[src/rtl/abuf_load_ctrl_pkg.sv]
// Shared types, constants and the burst-length helper for the accum/bias
// buffer load controller.
package abuf_load_ctrl_pkg;

  localparam int DDR_W      = 256;
  localparam int DATA_W     = 16;
  localparam int TAIL_W     = 32;
  localparam int TD_RATE    = TAIL_W / DATA_W;
  localparam int DPACK_SIZE = DDR_W / DATA_W;
  localparam int TPACK_SIZE = DDR_W / TAIL_W;

  localparam int DESC_PE_NUM = 32;
  localparam int DESC_ADDR_W = 32;
  localparam int BEATS_W     = 12;

  typedef enum logic [1:0] {
    ACC_DATA  = 2'b00,
    ACC_TAIL  = 2'b01,
    BIAS_DATA = 2'b10,
    BIAS_TAIL = 2'b11
  } trans_type_e;

  typedef struct packed {
    trans_type_e              ttype;
    logic [7:0]               num;
    logic [DESC_PE_NUM-1:0]   mask;
    logic [DESC_ADDR_W-1:0]   addr;
  } load_desc_t;

  // DDR beats the loader consumes for num+1 entries of the given kind.
  function automatic logic [BEATS_W-1:0] beats(input trans_type_e t, input logic [7:0] num);
    logic [BEATS_W-1:0] n;
    n = BEATS_W'(num) + BEATS_W'(1);
    case (t)
      ACC_DATA:  beats = n;
      ACC_TAIL:  beats = n * BEATS_W'(TD_RATE);
      BIAS_DATA: beats = (n + BEATS_W'(DPACK_SIZE - 1)) / BEATS_W'(DPACK_SIZE);
      BIAS_TAIL: beats = (n + BEATS_W'(TPACK_SIZE - 1)) / BEATS_W'(TPACK_SIZE);
      default:   beats = '0;
    endcase
  endfunction

endpackage

[src/rtl/abuf_load_ctrl_fifo.sv]
// Small synchronous FIFO holding pending load descriptors.
module load_desc_fifo
  import abuf_load_ctrl_pkg::*;
#(
  parameter int DEPTH = 4
) (
  input  logic       clk_i,
  input  logic       rst_i,
  input  logic       push_i,
  input  load_desc_t data_i,
  input  logic       pop_i,
  output load_desc_t data_o,
  output logic       full_o,
  output logic       empty_o
);

  localparam int AW = $clog2(DEPTH);

  load_desc_t     mem_q [DEPTH];
  logic [AW:0]    wr_ptr_q;
  logic [AW:0]    rd_ptr_q;
  logic           do_push;
  logic           do_pop;

  // Extra pointer bit tells a full queue apart from an empty one.
  assign full_o  = (wr_ptr_q[AW] != rd_ptr_q[AW]) && (wr_ptr_q[AW-1:0] == rd_ptr_q[AW-1:0]);
  assign empty_o = (wr_ptr_q == rd_ptr_q);
  assign do_push = push_i && !full_o;
  assign do_pop  = pop_i && !empty_o;
  assign data_o  = mem_q[rd_ptr_q[AW-1:0]];

  always_ff @(posedge clk_i) begin
    if (rst_i) begin
      wr_ptr_q <= '0;
      rd_ptr_q <= '0;
    end else begin
      if (do_push) wr_ptr_q <= wr_ptr_q + 1'b1;
      if (do_pop)  rd_ptr_q <= rd_ptr_q + 1'b1;
    end
  end

  always_ff @(posedge clk_i) begin
    if (do_push) mem_q[wr_ptr_q[AW-1:0]] <= data_i;
  end

endmodule

[src/rtl/abuf_load_ctrl.sv]
// Sequences DDR->accum/bias buffer loads: per queued descriptor it starts the
// loader, issues one read burst, waits for the loader to finish, then retires.
module abuf_load_ctrl
  import abuf_load_ctrl_pkg::*;
#(
  parameter int PE_NUM     = DESC_PE_NUM,
  parameter int DESC_DEPTH = 4,
  parameter int DDR_ADDR_W = DESC_ADDR_W,
  parameter int LEN_W      = BEATS_W
) (
  input  logic                  clk,
  input  logic                  rst,
  input  logic                  cmd_valid,
  output logic                  cmd_ready,
  input  logic [1:0]            cmd_type,
  input  logic [7:0]            cmd_num,
  input  logic [PE_NUM-1:0]     cmd_mask,
  input  logic [DDR_ADDR_W-1:0] cmd_addr,
  output logic                  rd_req_valid,
  input  logic                  rd_req_ready,
  output logic [DDR_ADDR_W-1:0] rd_req_addr,
  output logic [LEN_W-1:0]      rd_req_len,
  output logic                  ld_start,
  input  logic                  ld_done,
  output logic [1:0]            ld_trans_type,
  output logic [7:0]            ld_trans_num,
  output logic [PE_NUM-1:0]     ld_mask,
  output logic                  busy,
  output logic [15:0]           retired_cnt
);

  typedef enum logic [1:0] {S_IDLE, S_START, S_REQ, S_WAIT} state_e;

  state_e                state_q;
  logic                  ld_start_q;
  logic                  rd_req_valid_q;
  logic [DDR_ADDR_W-1:0] rd_req_addr_q;
  logic [LEN_W-1:0]      rd_req_len_q;
  logic [1:0]            ld_trans_type_q;
  logic [7:0]            ld_trans_num_q;
  logic [PE_NUM-1:0]     ld_mask_q;
  logic                  armed_q;
  logic [15:0]           retired_cnt_q;

  load_desc_t push_desc;
  load_desc_t head_desc;
  logic       fifo_full;
  logic       fifo_empty;
  logic       pop;

  assign push_desc = '{ttype: trans_type_e'(cmd_type), num: cmd_num, mask: cmd_mask, addr: cmd_addr};
  assign pop       = (state_q == S_IDLE) && !fifo_empty;

  load_desc_fifo #(.DEPTH(DESC_DEPTH)) u_fifo (
    .clk_i   (clk),
    .rst_i   (rst),
    .push_i  (cmd_valid),
    .data_i  (push_desc),
    .pop_i   (pop),
    .data_o  (head_desc),
    .full_o  (fifo_full),
    .empty_o (fifo_empty)
  );

  // Loader config stays on the outputs until the next descriptor's start.
  always_ff @(posedge clk) begin
    if (rst) begin
      state_q         <= S_IDLE;
      ld_start_q      <= 1'b0;
      rd_req_valid_q  <= 1'b0;
      rd_req_addr_q   <= '0;
      rd_req_len_q    <= '0;
      ld_trans_type_q <= '0;
      ld_trans_num_q  <= '0;
      ld_mask_q       <= '0;
      armed_q         <= 1'b0;
      retired_cnt_q   <= '0;
    end else begin
      ld_start_q <= 1'b0;
      case (state_q)
        S_IDLE: begin
          if (!fifo_empty) begin
            ld_trans_type_q <= head_desc.ttype;
            ld_trans_num_q  <= head_desc.num;
            ld_mask_q       <= head_desc.mask;
            rd_req_addr_q   <= head_desc.addr;
            rd_req_len_q    <= LEN_W'(beats(head_desc.ttype, head_desc.num));
            ld_start_q      <= 1'b1;
            state_q         <= S_START;
          end
        end
        S_START: begin
          rd_req_valid_q <= 1'b1;
          state_q        <= S_REQ;
        end
        S_REQ: begin
          if (rd_req_ready) begin
            rd_req_valid_q <= 1'b0;
            armed_q        <= 1'b0;
            state_q        <= S_WAIT;
          end
        end
        S_WAIT: begin
          // ld_done idles high, so only a low->high transition means finished.
          if (!ld_done) begin
            armed_q <= 1'b1;
          end else if (armed_q) begin
            retired_cnt_q <= retired_cnt_q + 16'd1;
            state_q       <= S_IDLE;
          end
        end
        default: state_q <= S_IDLE;
      endcase
    end
  end

  assign cmd_ready     = !fifo_full;
  assign busy          = (state_q != S_IDLE) || !fifo_empty;
  assign ld_start      = ld_start_q;
  assign rd_req_valid  = rd_req_valid_q;
  assign rd_req_addr   = rd_req_addr_q;
  assign rd_req_len    = rd_req_len_q;
  assign ld_trans_type = ld_trans_type_q;
  assign ld_trans_num  = ld_trans_num_q;
  assign ld_mask       = ld_mask_q;
  assign retired_cnt   = retired_cnt_q;

endmodule

[config.mk]
export PLATFORM = sky130hd
export DESIGN_NAME = abuf_load_ctrl
export DESIGN_NICKNAME = d
export VERILOG_FILES = /design/src/rtl/abuf_load_ctrl_pkg.sv /design/src/rtl/abuf_load_ctrl_fifo.sv /design/src/rtl/abuf_load_ctrl.sv
export SDC_FILE = /design/constraint.sdc
export NUM_CORES = 1
export LEC_CHECK = 0
export CAP_MARGIN = 20
export CORE_ASPECT_RATIO = 2
export CORE_UTILIZATION = 25
export CTS_BUF_LIST = sky130_fd_sc_hd__clkbuf_2
export CTS_CLUSTER_DIAMETER = 120
export DETAILED_ROUTE_END_ITERATION = 8
export GPL_ROUTABILITY_DRIVEN = 0
export PLACE_DENSITY_LB_ADDON = 0.05
export SLEW_MARGIN = 20
export SYNTH_ARGS = -nofsm -noshare
export SYNTH_HDL_FRONTEND = slang
export SYNTH_SLANG_ARGS = --single-unit
[constraint.sdc]
create_clock -name clk -period 3.38 [get_ports clk]
set_clock_uncertainty 0.2 [all_clocks]
set_input_delay 0.676 -clock clk [delete_from_list [all_inputs] [get_ports clk]]
set_output_delay 0.676 -clock clk [all_outputs]
set_load 0.01 [all_outputs]
After elaboration in Yosys (flattened, before gate mapping). Memories as Yosys holds them, arrays and structs flattened. A register that Yosys moved wholly into a read port is not among the register bits. Cells that the tools add are included.

Bits in registers: 113. Latch bits: 0. Bits in writable memories: 296. Memory bits (read-only): 0. Bits of input ports: 79. Output and inout bits: 106. Logic and storage cells: 68. Memories: 1.

Memories: u_fifo.mem_q (depth 4, bits a word 74, rd ports 1, clocked after Yosys merged registers in 1, write ports 1, RTL line abuf_load_ctrl_fifo.sv:19) `load_desc_t mem_q [DEPTH];`.

Add/subtract/negate cells: 6. Multiply operators: 0. Divide/modulo/power cells: 0. $lt $le $gt $ge: 0. Eq/ne operators: 14. Shift operators: 0. Muxes and demuxes: 15. Bitwise operators: 2. Reductions and logical operators: 18.

Operator list (count): case mux 12 bit (4 select lines) (1); adder 16 x 1 -> 16 bit (second input constant) (1); 2-to-1 mux 2 bit (6); adder 9 x 3 -> 10 bit (second input constant) (1); adder 9 x 4 -> 10 bit (second input constant) (1); inequality test 2 bit (second input constant) (5); adder 8 x 1 -> 9 bit (second input constant) (1); == test 2 bit (second input constant) (4); case mux 2 bit (4 select lines) (1); adder 3 x 1 -> 3 bit (second input constant) (2); AND reduction 3 bit (2); nonzero test 2 bit (3); 2-to-1 mux 1 bit (5); == test 2 x 1 -> 1 bit (second input constant) (2); logical AND 1 bit (4); logical NOT 2 bit (2); case mux 1 bit (2 select lines) (2); AND reduction 2 bit (2); AND reduction 4 bit (1); == test 3 bit (1); == test 2 bit (1); logical NOT 1 bit (2); inverter 1 bit (2); OR reduction 2 bit (1); other kinds (2) (2).

Logic depth before layout (Yosys ltp).
Depth after elaboration: 6. Depth in mapped cells: 9. Mapped depth without buffers: 8.

Hierarchy. Synthesis repeated with hierarchy kept, for this count alone.

Cell total of the unflattened synthesis: 1031. Area, all modules: 15758.9 sq um.

Modules (own cells, without submodules): load_desc_fifo (instances 1, cells each 454, area each 11229.5 sq um, seq. area each 9048.7 sq um); abuf_load_ctrl (instances 1, cells each 577, area each 4529.3 sq um, seq. area each 2102.0 sq um).

Worst setup path after synthesis. Ideal clock, no wire load.

Path kind: register to register. Start point: register u_fifo.wr_ptr_q[0]. End point: memory u_fifo.mem_q[3][0] in the netlist's numbering (enable). Setup time: 0.442 ns. Data arrival time: 2.678 ns. Data required time: 2.738 ns. Setup slack: 0.060 ns. Cell stages (with the launch flop): 5. Buffers on the path: 0. Path through: dfxtp_1 > xor2_1 > nor2_1 > nand2_1 > and3_1.

Word-level cells in the longest chain between the ends: 6.

RTL lines: start, declared (RTL line abuf_load_ctrl_fifo.sv:20) `logic [AW:0] wr_ptr_q;`; start signal, assigned (RTL line abuf_load_ctrl_fifo.sv:37) `if (do_push) wr_ptr_q <= wr_ptr_q + 1'b1;`; == test 2 bit (RTL line abuf_load_ctrl_fifo.sv:26) `assign full_o = (wr_ptr_q[AW] != rd_ptr_q[AW]) && (wr_ptr_q[AW-1:0] == rd_ptr_q[AW-1:0]);`; logical AND 1 bit (RTL line abuf_load_ctrl_fifo.sv:26); logical NOT 1 bit; net cmd_ready (RTL line abuf_load_ctrl.sv:14) `output logic cmd_ready,`; logical AND 1 bit (RTL line abuf_load_ctrl_fifo.sv:28) `assign do_push = push_i && !full_o;`; 2-to-1 mux 1 bit (RTL line abuf_load_ctrl_fifo.sv:43) `if (do_push) mem_q[wr_ptr_q[AW-1:0]] <= data_i;`; 2-to-1 mux 1 bit (not written as such) (RTL line abuf_load_ctrl_fifo.sv:43); end, declared (RTL line abuf_load_ctrl_fifo.sv:19).

The timed path passes the listed nets, and every way through them passes these cells.

Worst setup path in the final report.
Start point: register u_fifo.wr_ptr_q[2]. End point: output busy.

Word-level cells in the longest chain between the ends: 3.

RTL lines: == test 3 bit (RTL line abuf_load_ctrl_fifo.sv:27) `assign empty_o = (wr_ptr_q == rd_ptr_q);`; logical NOT 1 bit (RTL line abuf_load_ctrl.sv:118) `assign busy = (state_q != S_IDLE) || !fifo_empty;`; logical OR 1 bit (RTL line abuf_load_ctrl.sv:118); end, declared (RTL line abuf_load_ctrl.sv:28) `output logic busy,`.

No other way between the ends.

==> results.ini <==
[yosys]
async_flop_share = 0
ys_types = 53
synth_common_cells = 296 x edfxtp_1, 175 x nand2_1, 113 x dfxtp_1, 93 x a21oi_1, 72 x mux4_2
yosys_warnings = 0
syn_inst = 1004
synthAdderAreaFrac = 0.00965
yosys-top-cells-area = edfxtp_1 57%, dfxtp_1 15%, mux4_2 10%
synthXorXnorAreaFrac = 0.0184
syn_avg_cell_area_um2 = 15.5
synth_mux_area_frac = 0.116
synth_compound_area_frac = 0.0459
synth_edf_count = 296
synth_area_um2 = 15600
yosysMostFrequentCell = edfxtp_1
ys_ff_latch = 409
synth_top_area_cell = edfxtp_1
netlist.area_leader.share = 0.572
synth_flop_cell = edfxtp_1
synthSimpleGateAreaFrac = 0.0742
synth_top_family_by_area = multiplexers
yosysSeqAreaShare = 0.717

[drt]
wl_per_cell_um = 19.4
drc = 0
vias_per_cell = 4.38
routed_wl_um = 42900
dr.first_iter.drc_count = 389
ant_nets = 0
drt_pass1_iterations = 4
vias = 9657

[clock_network]
cts-root-buf = clkbuf_2
clockBufferDepth = 3
clkTransAtPathRegs_ns = 0.10
cts_tree = yes
cts_max_level = 3
clk_latency_ns = 1.03
cts.sinks = 409
cts_made_buffers = 99

[grt]
grt_overflow = 0
grt_max_degree = 78
grt_pass1_vias = 10600
grt_usage = 0.140
grt_pass1_wl_um = 65000
antenna_found_initial = 6

[sta]
rsz0062_at_grt = no
report.final.slew_viol_count = 0
max_freq_ghz = 0.325
worst_pin_slew_ns = 0.808
post-route-period-util = 0.909
finalSetupTns_ns = 0
timing.hold.ws_ns = 0.188
relSlewSlack = 0.461
hold_viol = 0
setup_slack_ns = 0.306
setup_viol = 0
period_needed_ns = 3.07

[status]
status = complete, no violations

[place]
dp_hpwl_um = 25700
io_buffers = 182
pre_cts_ws_ns = 0.465

[job]
max-cap-violations = 0

[power]
p_leak_nw = 6.80
vdd_drop_max_mv = 0.290
p_per_area_nw_per_um2 = 704

[critical_path]
critical-path-max-stage-delay_ns = 0.34
worstPathCellList = xor2_1 -> nor3_2 -> nand2_1 -> dlygate4sd2_1
critPathCaptureType = output pin
startpoint_type = register
cp_max_fo = 3
cp.required_ns = 2.50
cp.arrival_ns = 2.20
worstSetupPathType = register to output pin
slowest_stage = dfxtp_1

[die]
chipHeight_um = 355
placementRows = 129
die_width_um = 178
coreArea_um2 = 61700
die_area_um2 = 63300
pin_count = 185
initial_core_util = 0.252

[hold_path]
min_path_type = primary input to register

[finish]
area_delta_synth_final_pct = 30.1
drive_above_1_share = 0.207
num-fill-cells = 6299
final_nets = 1423

critical path, delay by kind of cell, from the launching register on:
family,cells,cell delay (ns)
xor gates and xnor gates,1,0.20
buffers and inverters,1,0.29
and+or+nand+nor,2,0.35
DFF,1,0.34
final cells by class:
class,instances,area (um^2),share of cell area
clock buffer,158,791,0.0391
inverter,11,41.3,0.00204
multi-input combinational,527,4160,0.206
tap,786,983,0.0486
sequential,409,11200,0.552
antenna,2,5.00,0.000247
clock inverter,30,195,0.00965
timing repair buffer,284,2900,0.143
flip-flops by register name, summed over array words and instances, names as in the netlist, named ones only:
signal and count:
rd_req_valid 1, u_fifo.rd_ptr_q 3, ld_mask 32, ld_trans_type 2, rd_req_len 10, ld_trans_num 8, rd_req_addr 32, u_fifo.mem_q 296
ld_start 1, retired_cnt 16, state_q 2, armed_q 1, u_fifo.wr_ptr_q 3
per-stage QoR:
step / power [mW] / utilization / cells / cell area [um^2]
6_report: 14.2 / 0.328 / 2207 / 20200
5_1_grt: 15.2 / 0.328 / 2207 / 20200
4_1_cts: 14.7 / 0.328 / 2205 / 20200
3_5_place_dp: 11.0 / 0.300 / 1942 / 18500
3_3_place_gp: 11.0 / 0.300 / 1942 / 18500
2_1_floorplan: 8.82 / - / 1005 / 15600
cells by family (layout without fill, tap and decap cells):
group                      Yosys count  after routing
adders and majority gates           12             12
muxes                               86             86
AOI/OAI and AO/OA                  128            128
other                                1              4
buffers and inverters               69            483
and+or+nand+nor                    268            268
DFF                                409            409
xor gates and xnor gates            31             31
worst paths after layout:
check | slack [ns] | depth (start not counted) | startpoint | to
min reg2reg | 0.26 | 2 | rd_req_addr[29]$_SDFFE_PP0P_ | rd_req_addr[29]$_SDFFE_PP0P_
min | 0.19 | 1 | cmd_num[3] | u_fifo.mem_q[1][67]$_DFFE_PP_
max reg2reg | 0.38 | 8 | register | rd_req_len[4]$_SDFFE_PP0P_
max | 0.31 | 4 | u_fifo.wr_ptr_q[2]$_SDFFE_PP0P_ | busy
power breakdown:
part	leakage (nW)	switching [mW]	internal, mW	total, mW
Sequential	3.64	0.348	6.01	6.36
Combinational	2.41	2.38	2.02	4.40
Clock	0.751	2.03	1.46	3.49
Total	6.80	4.75	9.49	14.2
cell usage in the layout, fill, tap and decap left out, types with 5 or more instances in the layout:
cell type and count:
dlygate4sd3_1 74, xnor2_1 15, clkinv_1 23, or3_1 5, nand4_1 5, and3_4 5, buf_4 19, inv_1 11
a21oi_1 93, o21ai_0 12, nor2_1 40, clkbuf_2 158, nand3_1 9, buf_12 10, xor2_1 12, clkdlybuf4s50_1 179
mux4_2 72, mux2i_1 8, nand2_1 174, ha_1 11, dfxtp_1 108, edfxtp_1 296, a22oi_1 5
repair_timing:
item,4_1_cts,5_1_grt
hold buffers,74,0
endpoints found under the hold margin,308,0
buffers inserted,1,0
setup endpoints to repair,2,1
pin swaps,1,0
resized for setup,11,1
per-layer routing:
metal | track usage | part of all wire | vias to the layer above
li1 | - | - | 4496
met1 | 0.148 | 0.39 | 4800
met2 | 0.255 | 0.53 | 262
met3 | 0.0379 | 0.056 | 91
met4 | 0.0569 | 0.026 | 8
met5 | 0 | 0.0011 | -
Power figures use the tool's default switching activity.
